==> config.mk <==
export PLATFORM = sky130hd
export DESIGN_NAME = vga_sync_gen
export DESIGN_NICKNAME = d
export VERILOG_FILES = /design/src/rtl/vga_sync_gen.sv
export SDC_FILE = /design/constraint.sdc
export NUM_CORES = 1
export LEC_CHECK = 0
export CAP_MARGIN = 20
export CORE_ASPECT_RATIO = 1.5
export CORE_MARGIN = 2
export CORE_UTILIZATION = 56
export DETAILED_ROUTE_END_ITERATION = 6
export PLACE_DENSITY = 0.92
export REMOVE_ABC_BUFFERS = 1
export SLEW_MARGIN = 20
export SYNTH_ARGS = -nofsm -noshare
export SYNTH_HDL_FRONTEND = slang
export SYNTH_SLANG_ARGS = --single-unit
==> constraint.sdc <==
create_clock -name clk -period 5.1 [get_ports clk]
set_clock_uncertainty 0.1 [all_clocks]
set_input_delay 1.275 -clock clk [delete_from_list [all_inputs] [get_ports clk]]
set_output_delay 1.275 -clock clk [all_outputs]
set_load 0.005 [all_outputs]
==> src/rtl/vga_sync_gen.sv <==
// VGA timing generator: divides the system clock into a pixel strobe and runs
// the horizontal/vertical counters that produce sync, blanking and line/frame markers.
module vga_sync_gen #(
    parameter int CLK_DIV  = 4,
    parameter int H_VIS    = 640,
    parameter int H_FP     = 16,
    parameter int H_SYNC   = 96,
    parameter int H_BP     = 48,
    parameter int V_VIS    = 480,
    parameter int V_FP     = 10,
    parameter int V_SYNC   = 2,
    parameter int V_BP     = 33,
    parameter bit SYNC_POL = 1'b0
) (
    input  logic       clk,
    input  logic       rst,
    input  logic       restart,
    output logic       pix_stb,
    output logic [9:0] hpos,
    output logic [9:0] vpos,
    output logic       hsync,
    output logic       vsync,
    output logic       display_on,
    output logic       line_start,
    output logic       frame_start
);

    localparam int H_TOTAL = H_VIS + H_FP + H_SYNC + H_BP;
    localparam int V_TOTAL = V_VIS + V_FP + V_SYNC + V_BP;
    localparam int DIV_W   = (CLK_DIV > 2) ? $clog2(CLK_DIV) : 1;

    localparam logic [DIV_W-1:0] DIV_LAST = DIV_W'(CLK_DIV - 1);
    localparam logic [9:0]       H_LAST   = 10'(H_TOTAL - 1);
    localparam logic [9:0]       V_LAST   = 10'(V_TOTAL - 1);

    // Window bounds kept 11 bits wide so an end bound of exactly 1024 still compares correctly.
    localparam logic [10:0] H_VIS_END = 11'(H_VIS);
    localparam logic [10:0] V_VIS_END = 11'(V_VIS);
    localparam logic [10:0] HS_START  = 11'(H_VIS + H_FP);
    localparam logic [10:0] HS_END    = 11'(H_VIS + H_FP + H_SYNC);
    localparam logic [10:0] VS_START  = 11'(V_VIS + V_FP);
    localparam logic [10:0] VS_END    = 11'(V_VIS + V_FP + V_SYNC);

    logic [DIV_W-1:0] div_cnt_reg, div_cnt_next;
    logic [9:0]       hpos_reg, hpos_next;
    logic [9:0]       vpos_reg, vpos_next;
    logic             hsync_reg, hsync_next;
    logic             vsync_reg, vsync_next;
    logic             display_reg, display_next;
    logic             stb;
    logic             hs_act, vs_act;

    assign stb = (div_cnt_reg == DIV_LAST);

    always_comb begin
        div_cnt_next = stb ? '0 : div_cnt_reg + 1'b1;
        hpos_next    = hpos_reg;
        vpos_next    = vpos_reg;
        if (stb) begin
            if (hpos_reg == H_LAST) begin
                hpos_next = '0;
                vpos_next = (vpos_reg == V_LAST) ? '0 : vpos_reg + 1'b1;
            end else begin
                hpos_next = hpos_reg + 1'b1;
            end
        end
        // Restart wins over any advance happening on the same edge.
        if (restart) begin
            div_cnt_next = '0;
            hpos_next    = '0;
            vpos_next    = '0;
        end
    end

    // Sync and blanking are decoded from the next counts so they line up with hpos/vpos.
    always_comb begin
        hs_act       = ({1'b0, hpos_next} >= HS_START) && ({1'b0, hpos_next} < HS_END);
        vs_act       = ({1'b0, vpos_next} >= VS_START) && ({1'b0, vpos_next} < VS_END);
        hsync_next   = hs_act ? SYNC_POL : ~SYNC_POL;
        vsync_next   = vs_act ? SYNC_POL : ~SYNC_POL;
        display_next = ({1'b0, hpos_next} < H_VIS_END) && ({1'b0, vpos_next} < V_VIS_END);
    end

    always_ff @(posedge clk or posedge rst) begin
        if (rst) begin
            div_cnt_reg <= '0;
            hpos_reg    <= '0;
            vpos_reg    <= '0;
            hsync_reg   <= ~SYNC_POL;
            vsync_reg   <= ~SYNC_POL;
            display_reg <= 1'b1;
        end else begin
            div_cnt_reg <= div_cnt_next;
            hpos_reg    <= hpos_next;
            vpos_reg    <= vpos_next;
            hsync_reg   <= hsync_next;
            vsync_reg   <= vsync_next;
            display_reg <= display_next;
        end
    end

    assign pix_stb     = stb;
    assign hpos        = hpos_reg;
    assign vpos        = vpos_reg;
    assign hsync       = hsync_reg;
    assign vsync       = vsync_reg;
    assign display_on  = display_reg;
    assign line_start  = stb && (hpos_reg == '0);
    assign frame_start = stb && (hpos_reg == '0) && (vpos_reg == '0);

endmodule

==> results.json, run 1 <==
{
  "finalMaxSlewViolations": 0,
  "yosysWarnings": 0,
  "critPathLaunch": "hpos[5]",
  "critical_path.max_stage_delay_ns": 0.49,
  "cts_hold_buf": 0,
  "slew-limit-headroom": 0.378,
  "startpoint_type": "flop",
  "die-area_sq_um": 3320,
  "setup-tns-final_ns": 0,
  "fin_crit_sh": 0.728,
  "first_iter_violations": 61,
  "fin_nets": 207,
  "critPathKind": "reg -> out",
  "worst-path-stages": 5,
  "initial_core_util": 0.593,
  "hold_path.class": "reg -> reg",
  "insertedDiodeCount": 0,
  "ios": 29,
  "drt-total-wl_um": 3860,
  "final_common_cell": "clkdlybuf4s50_1",
  "placementRows": 23,
  "hold_viol": 0,
  "finish.utilization": 0.713,
  "peakVddDrop_uv": 166,
  "regToRegSetupSlack_ns": 2.31,
  "fillers": 214,
  "yosysUniqueCellTypes": 48,
  "num_vias": 1484,
  "power_density_nw_per_um2": 183,
  "worstPathArrival_ns": 2.34,
  "seq_area_frac_synth": 0.392,
  "htree_levels": 1,
  "grt_pass1_vias": 1431,
  "critPathCapture": "frame_start",
  "ant_nets": 0,
  "worstPathCellList": "nor3_4, nand4_1, nor4_1, and4_1, clkdlybuf4s50_1",
  "reg2reg_from": "div_cnt_reg[0]",
  "reg2reg_depth": 7,
  "tritoncts": "yes",
  "fmaxAchievable_ghz": 0.270,
  "leakage_nw": 0.782,
  "grt_remaining_overflow": 0,
  "area_delta_synth_final_pct": 20.1,
  "core_area_sq_um": 2710,
  "wl_per_cell_um": 16.4,
  "drive_gt1_frac": 0.0960,
  "synth_area_per_cell_sq_um": 9.12,
  "p_total_mw": 0.353,
  "crit_family": "simple AND/OR/NAND/NOR gates",
  "netlist_area_sq_um": 1610,
  "grt_use_total": 0.260,
  "r2r_end": "vsync",
  "firstDrtPassIters": 4,
  "grt_max_degree": 26,
  "final_cell_mix": "clkdlybuf4s50_1 (28), dfrtp_1 (22), nor2_1 (18)",
  "crit_fanout": 8,
  "die_h_um": 69.6,
  "io_buffers": 28,
  "setup_viol": 0,
  "path_clk_slew_ns": 0.08,
  "rsz0062_at_grt": "no",
  "grt_pass1_wl_um": 6440,
  "viasPerCell": 6.31,
  "cts_buffers": 3,
  "tightestPinTransition_ns": 0.931,
  "dp_hpwl_um": 2800,
  "drcViolationCount": 0,
  "cts-root-buf": "clkbuf_8",
  "clk_latency_ns": 0.27,
  "cts.sinks": 25,
  "hp-start": "div_cnt_reg[0]",
  "cts_max_path_buffers": 2,
  "maxCapViolCount": 0,
  "synth_seq_cells": 25,
  "antenna_found_initial": 0,
  "required_ns": 3.72,
  "syn_inst": 176,
  "fin_crit_ns": 3.71,
  "die-width_um": 47.7,
  "end_kind": "output pin",
  "cp_slowest_cell": "clkdlybuf4s50_1",
  "gp_congestion": 0.913,
  "cts_resized": 0,
  "critPathBufInv": 1,
  "cts_setup_buffers": 0,
  "synth_flop_cell": "dfrtp_1",
  "synth_edf_count": 0,
  "synthArstFlopShare": 1.00,
  "status": "finished, final reports clean"
}
==> worst min-delay path by stage <==
| stage | endpoint | depth (start not counted) |
|---|---|---|
| after CTS | div_cnt_reg[0] | 1 |
| after floorplan | div_cnt_reg[0] | 1 |
| after detailed placement | div_cnt_reg[0] | 1 |
| after global routing | div_cnt_reg[0] | 1 |
| final | div_cnt_reg[0] | 1 |
| after global placement | div_cnt_reg[0] | 1 |
==> cells by family after synthesis <==
family                     Yosys count  synth area share
buffers and inverters               18            0.0491
xor gates and xnor gates             9            0.0491
adders and majority gates            5            0.0390
muxes                                1           0.00624
and+or+nand+nor                     86             0.327
AOI/OAI and AO/OA                   32             0.138
DFF                                 25             0.392
==> layout make-up <==
type	count	area, sq um	area share
repair buffers	28	280	0.145
well taps	37	46.3	0.0240
clock buffers	4	45.0	0.0234
inverters	8	30.0	0.0156
multi-input cells	133	897	0.465
flip-flops and latches	25	629	0.326
==> cells in the mapped netlist, types with 2 or more instances <==
| cell | n | area (sq um) |
|---|---|---|
| nand3_1 | 6 | 30.0 |
| a21oi_1 | 9 | 45.0 |
| buf_2 | 2 | 10.0 |
| clkbuf_1 | 3 | 11.3 |
| a21oi_2 | 2 | 17.5 |
| o21bai_1 | 2 | 15.0 |
| xnor2_1 | 2 | 17.5 |
| buf_4 | 2 | 15.0 |
| or4_4 | 2 | 22.5 |
| a31oi_1 | 2 | 12.5 |
| o31a_1 | 2 | 17.5 |
| o22ai_1 | 2 | 12.5 |
| nor4_1 | 3 | 18.8 |
| and3_1 | 7 | 43.8 |
| nor3_1 | 4 | 20.0 |
| nand2b_1 | 2 | 12.5 |
| nand4b_1 | 3 | 26.3 |
| dfstp_2 | 3 | 78.8 |
| and2_1 | 2 | 12.5 |
| o21ai_0 | 4 | 20.0 |
| xor2_1 | 7 | 61.3 |
| nand3b_1 | 2 | 15.0 |
| buf_1 | 2 | 7.51 |
| nand4_1 | 9 | 56.3 |
| o31ai_1 | 2 | 15.0 |
| and3_2 | 2 | 15.0 |
| nor2_1 | 18 | 67.6 |
| nand2_1 | 12 | 45.0 |
| dfrtp_1 | 22 | 551 |
| nor2b_1 | 4 | 25.0 |
| inv_1 | 8 | 30.0 |
| and4_1 | 3 | 26.3 |
| nand3_4 | 2 | 35.0 |
| ha_1 | 5 | 62.6 |
==> worst reg2reg max path, delay by kind of cell, from the launching register on <==
kind                       cells  cell delay, ns
adders and majority gates      1            0.47
and+or+nand+nor                5            1.58
DFF                            1            0.36
AOI/OAI and AO/OA              1            0.20
==> routing by layer <==
| layer | global-route usage | vias up | routed length [um] |
|---|---|---|---|
| met1 | 0.323 | 703 | 1420 |
| met3 | 0.0234 | 17 | 238 |
| met4 | 0.135 | 0 | 155 |
| met5 | 0 | - | 0 |
| li1 | - | 686 | - |
| met2 | 0.419 | 78 | 2040 |
==> per-stage QoR <==
step	instances	setup slack (ns)	cell area (sq um)	hold slack (ns)
after floorplan	166	2.28	1560	0.307
after global placement	231	1.79	1880	0.319
after detailed placement	231	1.71	1880	0.334
after CTS	235	1.41	1930	0.345
after global routing	235	1.22	1930	0.360
final	235	1.39	1930	0.342
==> power by group <==
| group | leakage [nW] | switching [mW] | internal [mW] |
|---|---|---|---|
| registers | 0.336 | 0.00365 | 0.203 |
| clock network | 0.0228 | 0.0601 | 0.0558 |
| logic | 0.423 | 0.0174 | 0.0135 |
Power figures use the tool's default switching activity.
==> inputs of run 2 (changes only) <==
CORE_UTILIZATION = 52   (was 56)
PLACE_DENSITY = 0.87   (was 0.92)
clock period = 3.7 ns   (was 5.1 ns; I/O delays follow)
==> run 2 against run 1 <==
Routed wire length grew 5.2%. Via count grew 1.1%. Flip-flop and latch count is the same. Critical path depth is the same. Clock power grew 39%. Non-clock buffer count grew 2. Count of clock-buffer cells in the layout shrank 1. Final area grew 0.97%. Sequential share of layout area shrank 0.31 points. Critical endpoint unchanged. Setup slack lost 1.0 ns.
==> results.json, run 2 (synthesized netlist as in run 1, its figures left out) <==
{
  "initial_core_util": 0.551,
  "peakVddDrop_uv": 290,
  "leakage_nw": 0.792,
  "crit_fanout": 8,
  "end_kind": "output pin",
  "critPathKind": "reg -> out",
  "final_cell_mix": "clkdlybuf4s50_1 (28), dfrtp_1 (22), nor2_1 (18)",
  "cts_buffers": 3,
  "grt_max_degree": 26,
  "crit_family": "simple AND/OR/NAND/NOR gates",
  "gp_congestion": 0.889,
  "grt_pass1_vias": 1576,
  "cp_slowest_cell": "clkdlybuf4s50_1",
  "placementRows": 24,
  "fin_crit_sh": 0.906,
  "htree_levels": 1,
  "p_total_mw": 0.490,
  "multi_input_area_sq_um": 897,
  "viasPerCell": 6.28,
  "wl_per_cell_um": 17.0,
  "grt_use_total": 0.257,
  "setup_viol": 0,
  "cts.sinks": 25,
  "hold_viol": 0,
  "drcViolationCount": 0,
  "grt_remaining_overflow": 0,
  "worstPathCellList": "nor3_4, nand4_1, nor4_1, and4_1, clkdlybuf4s50_1",
  "cts_max_path_buffers": 2,
  "drt-total-wl_um": 4060,
  "maxCapViolCount": 0,
  "setup_ws_ns": 0.349,
  "cts_hold_buf": 0,
  "dp_hpwl_um": 3010,
  "hold_slack_ns": 0.345,
  "clk_latency_ns": 0.27,
  "cts_setup_buffers": 0,
  "tightestPinTransition_ns": 0.880,
  "drive_gt1_frac": 0.110,
  "die-width_um": 49.4,
  "finalMaxSlewViolations": 0,
  "insertedDiodeCount": 0,
  "hold_path.class": "reg -> reg",
  "grt_pass1_wl_um": 7000,
  "tritoncts": "yes",
  "antenna_found_initial": 0,
  "ios": 29,
  "place_ws_ns": 0.678,
  "finish.utilization": 0.668,
  "fmaxAchievable_ghz": 0.298,
  "num_vias": 1501,
  "fillers": 259,
  "die_h_um": 72.1,
  "setup-tns-final_ns": 0,
  "area_delta_synth_final_pct": 21.3,
  "critPathBufInv": 1,
  "ant_nets": 0,
  "core_area_sq_um": 2910,
  "cts_resized": 0,
  "fin_crit_ns": 3.35,
  "path_clk_slew_ns": 0.08,
  "critical_path.max_stage_delay_ns": 0.50,
  "die-area_sq_um": 3560,
  "cts-root-buf": "clkbuf_8",
  "startpoint_type": "flop",
  "required_ns": 2.67,
  "worstPathArrival_ns": 2.33,
  "power_density_nw_per_um2": 252,
  "fin_nets": 209,
  "slew-limit-headroom": 0.409,
  "register_area_sq_um": 629,
  "io_buffers": 28,
  "first_iter_violations": 60,
  "final_common_cell": "clkdlybuf4s50_1",
  "rsz0062_at_grt": "no",
  "firstDrtPassIters": 4,
  "status": "finished, final reports clean"
}
==> run 2: worst paths after layout <==
kind / startpoint / end / slack [ns] / depth (start not counted)
setup / recovery: hpos[5] / frame_start / 0.35 / 5
max in group asynchronous: rst / vpos[5] / 2.16 / 2
hold / removal: div_cnt_reg[0] / div_cnt_reg[0] / 0.35 / 1
min in group asynchronous: rst / vpos[0] / 0.93 / 2
hold reg to reg: div_cnt_reg[0] / div_cnt_reg[0] / 0.35 / 1
setup reg to reg: div_cnt_reg[0] / vsync / 1.04 / 8
==> run 2: power breakdown <==
| part | internal, mW | switching [mW] |
|---|---|---|
| Sequential | 0.279 | 0.00560 |
| Clock | 0.0755 | 0.0859 |
| Combinational | 0.0199 | 0.0237 |
==> run 2: cell type report <==
cell class / count / area share
Tap cell: 39 / 0.0251
Inverter: 8 / 0.0154
Sequential cell: 25 / 0.323
Multi-Input combinational cell: 133 / 0.461
Clock buffer: 3 / 0.0212
Timing Repair Buffer: 30 / 0.152
Clock inverter: 1 / 0.00257
==> run 2: layer usage <==
layer  vias to the layer above  part of all wire  GRT usage
li1                        690                 -          -
met1                       738              0.39      0.282
met2                        57              0.53      0.458
met3                        16             0.045     0.0309
met4                         0             0.041      0.175
met5                         -                 0          0
==> run 2: metrics by stage <==
step,cells,area [sq um]
2_1_floorplan,166,1560
3_3_place_gp,235,1900
3_5_place_dp,235,1900
4_1_cts,239,1950
5_1_grt,239,1950
6_report,239,1950
